<file path="config.mk">
export PLATFORM = sky130hd
export DESIGN_NAME = mem_arbiter_flat
export DESIGN_NICKNAME = d
export VERILOG_FILES = /design/src/rtl/mem_arb_pkg.sv /design/src/rtl/mem_arbiter_if.sv /design/src/rtl/mem_arbiter_rr_grant2.sv /design/src/rtl/mem_arbiter.sv /design/src/flat_wrapper.sv
export SDC_FILE = /design/constraint.sdc
export NUM_CORES = 1
export LEC_CHECK = 0
export CORE_MARGIN = 2
export CORE_UTILIZATION = 40
export CTS_BUF_LIST = sky130_fd_sc_hd__clkbuf_2
export DETAILED_ROUTE_END_ITERATION = 12
export GPL_TIMING_DRIVEN = 0
export PLACE_DENSITY = 0.92
export SYNTH_ARGS = -nofsm -noshare
export SYNTH_HDL_FRONTEND = slang
export SYNTH_SLANG_ARGS = --single-unit
</file>
<file path="constraint.sdc">
create_clock -name clk -period 2.2 [get_ports clk]
set_input_delay 0.44 -clock clk [delete_from_list [all_inputs] [get_ports clk]]
set_output_delay 0.44 -clock clk [all_outputs]
set_load 0.005 [all_outputs]
</file>
<file path="src/rtl/mem_arb_pkg.sv">
// Shared types for the data-memory arbiter: FSM states, funct3 encodings and
// the latched per-transaction control word.
package mem_arb_pkg;

  typedef enum logic [2:0] {IDLE, ISSUE, BUSY, WAIT, DONE} arb_state_t;

  localparam logic [2:0] F3_B  = 3'b000;
  localparam logic [2:0] F3_H  = 3'b001;
  localparam logic [2:0] F3_W  = 3'b010;
  localparam logic [2:0] F3_BU = 3'b100;
  localparam logic [2:0] F3_HU = 3'b101;

  typedef struct packed {
    logic       owner;
    logic       write;
    logic [2:0] func3;
  } arb_ctl_t;

  localparam arb_ctl_t CTL_RST = '{owner: 1'b0, write: 1'b0, func3: F3_W};

endpackage

</file>
<file path="src/rtl/mem_arbiter_if.sv">
// Requester-side and controller-side signals of the memory arbiter.
// slave = arbiter view, master = requesters plus memory controller.
interface mem_arbiter_if #(
  parameter int ADDRESS_WIDTH = 32,
  parameter int DATA_WIDTH    = 32
);
  logic [1:0]                    req_valid;
  logic [1:0]                    req_write;
  logic [1:0][2:0]               req_func3;
  logic [1:0][ADDRESS_WIDTH-1:0] req_addr;
  logic [1:0][DATA_WIDTH-1:0]    req_wdata;
  logic [1:0]                    req_ready;
  logic [1:0]                    resp_valid;
  logic                          resp_err;
  logic [DATA_WIDTH-1:0]         resp_rdata;
  logic                          mem_read_En;
  logic                          mem_write_En;
  logic [2:0]                    mem_func3;
  logic [ADDRESS_WIDTH-1:0]      mem_address;
  logic [DATA_WIDTH-1:0]         mem_data_in;
  logic [DATA_WIDTH-1:0]         mem_data_out;
  logic                          mem_ready;

  modport slave (
    input  req_valid, req_write, req_func3, req_addr, req_wdata, mem_data_out, mem_ready,
    output req_ready, resp_valid, resp_err, resp_rdata,
           mem_read_En, mem_write_En, mem_func3, mem_address, mem_data_in
  );

  modport master (
    output req_valid, req_write, req_func3, req_addr, req_wdata, mem_data_out, mem_ready,
    input  req_ready, resp_valid, resp_err, resp_rdata,
           mem_read_En, mem_write_En, mem_func3, mem_address, mem_data_in
  );
endinterface

</file>
<file path="src/rtl/mem_arbiter_rr_grant2.sv">
// Two-way round-robin picker: on a tie the port not granted last wins.
module rr_grant2 (
  input  logic [1:0] req,
  input  logic       last,
  output logic [1:0] gnt
);
  always_comb begin
    gnt = req;
    if (req == 2'b11) gnt = last ? 2'b01 : 2'b10;
  end
endmodule

</file>
<file path="src/rtl/mem_arbiter.sv">
// Round-robin single-transaction arbiter in front of the data-memory controller,
// with a watchdog that aborts transactions whose ready handshake never completes.
module mem_arbiter
  import mem_arb_pkg::*;
#(
  parameter int ADDRESS_WIDTH  = 32,
  parameter int DATA_WIDTH     = 32,
  parameter int TIMEOUT_CYCLES = 64
) (
  input logic          clk,
  input logic          rst,
  mem_arbiter_if.slave bus
);
  localparam int              WD_W   = $clog2(TIMEOUT_CYCLES + 1);
  localparam logic [WD_W-1:0] WD_LIM = WD_W'(TIMEOUT_CYCLES);
  localparam logic [WD_W-1:0] WD_ONE = WD_W'(1);

  arb_state_t              state, state_nxt;
  arb_ctl_t                ctl;
  logic                    last_gnt, abort, resp_err, sel, in_txn, wd_hit, accept;
  logic [1:0]              gnt, req_ready, resp_valid;
  logic [WD_W-1:0]         wd;
  logic [ADDRESS_WIDTH-1:0] addr_q;
  logic [DATA_WIDTH-1:0]   wdata_q, rdata_q;

  rr_grant2 u_rr (.req(bus.req_valid), .last(last_gnt), .gnt(gnt));

  assign sel    = gnt[1];
  assign in_txn = (state == BUSY) || (state == WAIT);
  // Abort decided in the cycle the count reaches its limit, so DONE follows
  // after exactly TIMEOUT_CYCLES cycles in BUSY/WAIT.
  assign wd_hit = in_txn && (wd >= WD_LIM - WD_ONE);
  assign accept = |req_ready;

  always_comb begin
    state_nxt = state;
    req_ready = '0;
    case (state)
      IDLE:  if (!rst && bus.mem_ready && |bus.req_valid) begin
               req_ready = gnt;
               state_nxt = ISSUE;
             end
      ISSUE: state_nxt = BUSY;
      BUSY:  if (wd_hit) state_nxt = DONE;
             else if (!bus.mem_ready) state_nxt = WAIT;
      WAIT:  if (bus.mem_ready || wd_hit) state_nxt = DONE;
      DONE:  state_nxt = IDLE;
      default: state_nxt = IDLE;
    endcase
  end

  always_ff @(posedge clk) begin
    if (rst) begin
      state      <= IDLE;
      ctl        <= CTL_RST;
      last_gnt   <= 1'b1;
      wd         <= '0;
      abort      <= 1'b0;
      resp_valid <= '0;
      resp_err   <= 1'b0;
      rdata_q    <= '0;
      addr_q     <= '0;
      wdata_q    <= '0;
    end else begin
      state      <= state_nxt;
      resp_valid <= '0;
      resp_err   <= 1'b0;
      if (accept) begin
        ctl     <= '{owner: sel, write: bus.req_write[sel], func3: bus.req_func3[sel]};
        addr_q  <= bus.req_addr[sel];
        wdata_q <= bus.req_wdata[sel];
      end
      if (state == ISSUE) wd <= '0;
      else if (in_txn && wd != WD_LIM) wd <= wd + WD_ONE;
      // A ready seen in WAIT wins over a same-cycle watchdog expiry.
      if (in_txn && state_nxt == DONE) abort <= !(state == WAIT && bus.mem_ready);
      if (state == WAIT && bus.mem_ready && !ctl.write) rdata_q <= bus.mem_data_out;
      if (state == DONE) begin
        resp_valid <= ctl.owner ? 2'b10 : 2'b01;
        resp_err   <= abort;
        last_gnt   <= ctl.owner;
      end
    end
  end

  assign bus.req_ready    = req_ready;
  assign bus.resp_valid   = resp_valid;
  assign bus.resp_err     = resp_err;
  assign bus.resp_rdata   = rdata_q;
  assign bus.mem_read_En  = (state == ISSUE) && !ctl.write;
  assign bus.mem_write_En = (state == ISSUE) && ctl.write;
  assign bus.mem_func3    = ctl.func3;
  assign bus.mem_address  = addr_q;
  assign bus.mem_data_in  = wdata_q;

endmodule

</file>
<file path="src/flat_wrapper.sv">
// flat-port wrapper written by rule: the top's interface ports become plain ports
module mem_arbiter_flat import mem_arb_pkg::*;
#(
  parameter int ADDRESS_WIDTH  = 32,
  parameter int DATA_WIDTH     = 32,
  parameter int TIMEOUT_CYCLES = 64
)
  (clk, rst, bus_req_valid, bus_req_write, bus_req_func3, bus_req_addr, bus_req_wdata, bus_mem_data_out, bus_mem_ready, bus_req_ready, bus_resp_valid, bus_resp_err, bus_resp_rdata, bus_mem_read_En, bus_mem_write_En, bus_mem_func3, bus_mem_address, bus_mem_data_in);
  mem_arbiter_if #(.ADDRESS_WIDTH(ADDRESS_WIDTH), .DATA_WIDTH(DATA_WIDTH)) bus_i ();
  input logic clk;
  input logic rst;
  input wire logic [$bits(bus_i.req_valid)-1:0] bus_req_valid;
  input wire logic [$bits(bus_i.req_write)-1:0] bus_req_write;
  input wire logic [$bits(bus_i.req_func3)-1:0] bus_req_func3;
  input wire logic [$bits(bus_i.req_addr)-1:0] bus_req_addr;
  input wire logic [$bits(bus_i.req_wdata)-1:0] bus_req_wdata;
  input wire logic [$bits(bus_i.mem_data_out)-1:0] bus_mem_data_out;
  input wire logic [$bits(bus_i.mem_ready)-1:0] bus_mem_ready;
  output wire logic [$bits(bus_i.req_ready)-1:0] bus_req_ready;
  output wire logic [$bits(bus_i.resp_valid)-1:0] bus_resp_valid;
  output wire logic [$bits(bus_i.resp_err)-1:0] bus_resp_err;
  output wire logic [$bits(bus_i.resp_rdata)-1:0] bus_resp_rdata;
  output wire logic [$bits(bus_i.mem_read_En)-1:0] bus_mem_read_En;
  output wire logic [$bits(bus_i.mem_write_En)-1:0] bus_mem_write_En;
  output wire logic [$bits(bus_i.mem_func3)-1:0] bus_mem_func3;
  output wire logic [$bits(bus_i.mem_address)-1:0] bus_mem_address;
  output wire logic [$bits(bus_i.mem_data_in)-1:0] bus_mem_data_in;
  assign bus_i.req_valid = bus_req_valid;
  assign bus_i.req_write = bus_req_write;
  assign bus_i.req_func3 = bus_req_func3;
  assign bus_i.req_addr = bus_req_addr;
  assign bus_i.req_wdata = bus_req_wdata;
  assign bus_i.mem_data_out = bus_mem_data_out;
  assign bus_i.mem_ready = bus_mem_ready;
  assign bus_req_ready = bus_i.req_ready;
  assign bus_resp_valid = bus_i.resp_valid;
  assign bus_resp_err = bus_i.resp_err;
  assign bus_resp_rdata = bus_i.resp_rdata;
  assign bus_mem_read_En = bus_i.mem_read_En;
  assign bus_mem_write_En = bus_i.mem_write_En;
  assign bus_mem_func3 = bus_i.mem_func3;
  assign bus_mem_address = bus_i.mem_address;
  assign bus_mem_data_in = bus_i.mem_data_in;
  mem_arbiter #(.ADDRESS_WIDTH(ADDRESS_WIDTH), .DATA_WIDTH(DATA_WIDTH), .TIMEOUT_CYCLES(TIMEOUT_CYCLES)) u_core (.clk(clk), .rst(rst), .bus(bus_i));
endmodule
</file>
; ---- Word-level counts from Yosys, hierarchy flattened
; Index checks and enable logic that the tools add are counted.
[op_classes]
n_addsub = 1
order_cmp = 2
n_eq_ne = 7
muxes = 18
bitwise = 1
reduce_logical = 19
[op_table]
columns = cell, count
row1 = two-way mux 32 bit, 4
row2 = two-way mux 3 bit, 6
row3 = one-hot mux 3 bit (4 select lines), 1
row4 = two-way mux 2 bit, 5
row5 = logical AND 1 bit, 9
row6 = OR reduction 2 bit, 4
row7 = adder 7 x 1 -> 7 bit (second input constant), 1
row8 = >= comparator 7 x 6 -> 1 bit (second input constant), 1
row9 = != test 7 bit (second input constant), 1
row10 = == test 3 x 2 -> 1 bit (second input constant), 2
row11 = == test 3 bit (second input constant), 2
row12 = == test 3 x 1 -> 1 bit (second input constant), 1
row13 = logical NOT 1 bit, 3
row14 = logical NOT 3 bit, 1
row15 = == test 2 bit (second input constant), 1
row16 = logical OR 1 bit, 2
row17 = less-than comparator 1 x 2 -> 1 bit (second input constant), 1
row18 = two-way mux 1 bit, 2
row19 = NOT 1 bit, 1
[totals]
regBits = 116
input_bits = 173
out_inout_bits = 106

; ---- Longest topological paths before layout
[depth]
depth_word = 8
ltp_mapped = 7

; ---- By module
; A second synthesis with hierarchy kept.
[hier_totals]
cells_unflattened = 559
hier_area_um2 = 5291.3
[by_module_without_submodules]
columns = mod, n_inst, cells_per_inst, area_each_um2, seq_area_each_um2
row1 = mem_arbiter, 1, 556, 5272.6, 2322.2
row2 = rr_grant2, 1, 3, 18.8, 0.0

; ---- Least setup slack after synthesis
; Ideal clock, no wire load.
[synth_timing]
kind = input port to output port
start = input rst
end = output bus_req_ready[0]
arrival_ns = 1.468
setup_slack_ns = 0.292
cell_stages = 6
cell_sequence = clkbuf_1 -> nor4_4 -> and2_1 -> buf_2 -> buf_4 -> and3_1
[synth_between]
elab_chain_len = 5
[synth_lines]
columns = item, line
row1 = "start, declared", flat_wrapper.sv:11  ; input logic rst;
row2 = logical NOT 1 bit, mem_arbiter.sv:39  ; IDLE: if (!rst && bus.mem_ready && |bus.req_valid) begin
row3 = logical AND 1 bit (2 in series), mem_arbiter.sv:39
row4 = two-way mux 2 bit, mem_arbiter.sv:39
row5 = two-way mux 2 bit, mem_arbiter.sv:38  ; case (state)
row6 = "end, declared", flat_wrapper.sv:19  ; output wire logic [$bits(bus_i.req_ready)-1:0] bus_req_ready;
; Every way passes these cells.

; ---- Final worst setup path
[layout_timing]
start = input bus_req_valid[0]
end = output bus_req_ready[1]
[layout_between]
elab_chain_len = 4
elab_cells_between_ends = 6
[layout_lines]
columns = item, line
row1 = "start, declared", flat_wrapper.sv:12  ; input wire logic [$bits(bus_i.req_valid)-1:0] bus_req_valid;
row2 = == test 2 bit or OR reduction 2 bit (tied branches), "mem_arbiter_rr_grant2.sv:9, mem_arbiter.sv:39"
row3 = two-way mux 2 bit or logical AND 1 bit (tied branches), "mem_arbiter_rr_grant2.sv:9, mem_arbiter.sv:39"
row4 = two-way mux 2 bit *, mem_arbiter.sv:39
row5 = two-way mux 2 bit *, mem_arbiter.sv:38
; Mark *: on every way between the ends. The rest lies on a longest branch, timed or not.

==> impl_metrics.ini <==
[run_status]
status = finished, violations left
violations = negative setup slack

[worst_setup_path]
reg2reg_slack_ns = 0.18
crit_type = primary input to primary output
path_max_fanout = 10
startpoint_type = primary input
crit_required_ns = 1.76
endpoint_kind = primary output
worst_ep_arrival_time_ns = 1.88

[hold_path]
hp-class = primary input to flip-flop

[sta]
setup_viol = 2
fin_ws_ns = -0.123
fin_setup_tns_ns = -0.228
fmax_mhz = 431
period_needed_ns = 2.32
post-route-period-util_pct = 106
drv_slew = 0
tightest_slew_ns = 0.594
hold_violations = 0
slew_headroom_pct = 60.4
finClkSkew_ns = 0.0253
rsz0062_at_grt = yes

[synthesis]
yosys_warnings = 0
netlist_area_um2 = 5030
post_synth_num_cell_types = 38
synth_top_cell_area_share_pct = 46.2
synth_edf_count = 0
yosysSeqAreaShare_pct = 46.2
synth_area_leaders = dfxtp_1, a311oi_1, a21oi_1
synthCells = 627
synth.most_common_cell = nand2_1
syn-num-nets = 802
ys_seq_elements = 116
synth_common_cells = nand2_1, dfxtp_1, a21oi_1, a311oi_1, clkbuf_1
async_flop_share_pct = 0
ys.flop_type = dfxtp_1
syn_avg_cell_area_um2 = 8.02
synth_top_area_cell = dfxtp_1

[clock_network]
clock_latency_ns = 0.63
clock_sinks = 116
htreeDepth = 4
cts_tree = built
path_clk_slew_ns = 0.20
ctsRootBufferMaster = clkbuf_2
clk_path_buf_depth = 2
cts_buffers = 17
hold_buffers = 0

[floorplanning]
die_y_um = 116
floorplan.initialDensity_pct = 41.3
dieArea_um2 = 13500
placementRows = 40
coreArea_um2 = 12200
die_w_um = 116
ios = 279

[grt]
track_usage_pct = 28.2
grt_antenna_before_repair = 0
grt_overflow = 0
grt_first_pass_wirelength_um = 29500
grt_max_degree = 20
grt_pass1_vias = 5911

[power]
design_power_total_mw = 4.84
cellPowerDensity_nw_per_um2 = 576
vdd_ir_drop_max_mv = 0.305
leakagePower_nw = 3.01

[place]
post-dp-hpwl_um = 14400
portBuffers = 277
place.gp.congestion = 0.865
place_ws_ns = -1.14
dpl.cell_count = 1072

[route]
dr.pass1.iters = 5
vias = 6055
avgViaCountPerCell = 5.45
drtIter0Drc = 465
antenna_left = 0
route.final.wire_length_um = 19500
routed_wire_length_per_instance_um = 17.5
drc = 0

[finish]
drive_above_1_share_pct = 9.01
final_cells = 1111
nFillCells = 986
area_growth_pct = 67.2
final_core_util_pct = 69.1
nNetsFinal = 1106
num_antenna_cells = 0

[run]
cap_violations = 0
## kinds of logic after synthesis
| group | synth area share (%) |
|---|---|
| flip-flops | 46.2 |
| multiplexers | 0.597 |
| adder cells (fa/ha/maj) | 0.498 |
| buffers and inverters | 6.47 |
| AO/OA/AOI/OAI | 27.8 |
| AND/OR/NAND/NOR | 18.4 |
## worst max-delay path, cell delays in order
cell,delay (ns)
clkdlybuf4s50_1,0.62
o21a_4,0.29
clkbuf_2,0.29
nand3_4,0.10
inv_2,0.06
buf_6,0.09
## layout make-up
| type | count | area, µm² | area share (%) |
|---|---|---|---|
| plain buffers | 60 | 280 | 3.33 |
| inverters | 7 | 26.3 | 0.313 |
| flip-flops and latches | 116 | 2340 | 27.8 |
| well taps | 168 | 210 | 2.50 |
| repair buffers | 294 | 2890 | 34.4 |
| clock buffers | 19 | 95.1 | 1.13 |
| clock inverters | 12 | 139 | 1.65 |
| multi-input cells | 435 | 2430 | 28.9 |
## through the flow
step,hold slack (ns),instance area (µm²)
3_3_place_gp,0.454,8010
4_1_cts,0.295,8380
3_5_place_dp,0.466,8010
2_1_floorplan,0.425,5030
6_report,0.338,8410
5_1_grt,0.296,8410
## cells in the final DEF (no fill, tap or decap), types with 3 or more instances in the layout
cell type	instances
clkbuf_2	20
mux2i_1	3
or4_1	3
buf_2	15
buf_6	4
buf_4	18
clkinv_1	3
clkdlybuf4s50_1	273
dfxtp_1	112
o21ai_0	35
nand3_1	40
bufinv_16	3
clkbuf_1	39
inv_1	5
a21oi_1	106
nor2_1	4
nand2_1	141
clkinv_2	5
dfxtp_4	4
a311oi_1	67
## flip-flops by register name, summed over array words and instances (netlist names)
| signal | flops |
|---|---|
| u_core.bus.mem_func3 | 3 |
| u_core.bus.resp_valid | 2 |
| u_core.last_gnt | 1 |
| u_core.ctl | 2 |
| u_core.bus.resp_err | 1 |
| u_core.bus.resp_rdata | 32 |
| u_core.state | 3 |
| u_core.abort | 1 |
| u_core.bus.mem_data_in | 32 |
| u_core.bus.mem_address | 32 |
| u_core.wd | 7 |
## final timing paths
path                             startpoint                          to  cells past startpoint
setup / recovery           bus_req_valid[0]            bus_req_ready[1]                      6
hold / removal            bus_req_wdata[27]  u_core.bus.mem_data_in[27]                      3
setup reg to reg            u_core.state[0]   u_core.bus.mem_data_in[6]                      9
hold reg to reg   u_core.bus.resp_rdata[24]   u_core.bus.resp_rdata[24]                      2
## layer usage
| metal | share of wire (%) | vias up | global-route usage, % | wire length (µm) |
|---|---|---|---|---|
| met3 | 8.3 | 49 | 8.77 | 1620 |
| met2 | 50 | 304 | 50.7 | 9800 |
| met4 | 3.2 | 0 | 11.5 | 630 |
| met5 | 0 | - | 0 | 0 |
| li1 | - | 2891 | - | - |
| met1 | 38 | 2811 | 31.0 | 7420 |
## power by group
| group | internal [mW] | leakage (nW) | switching (mW) |
|---|---|---|---|
| registers | 2.21 | 0.947 | 0.0647 |
| clock network | 0.620 | 0.148 | 0.821 |
| logic | 0.638 | 1.92 | 0.486 |
| total | 3.47 | 3.01 | 1.37 |
## timing repair
item / in CTS / in global routing
gates cloned: 0 / 0
endpoints found under the setup margin: 13 / 4
setup buffers: 15 / 3
gates resized for setup: 41 / 10
pin swaps: 3 / 3
Power figures use the tool's default switching activity.
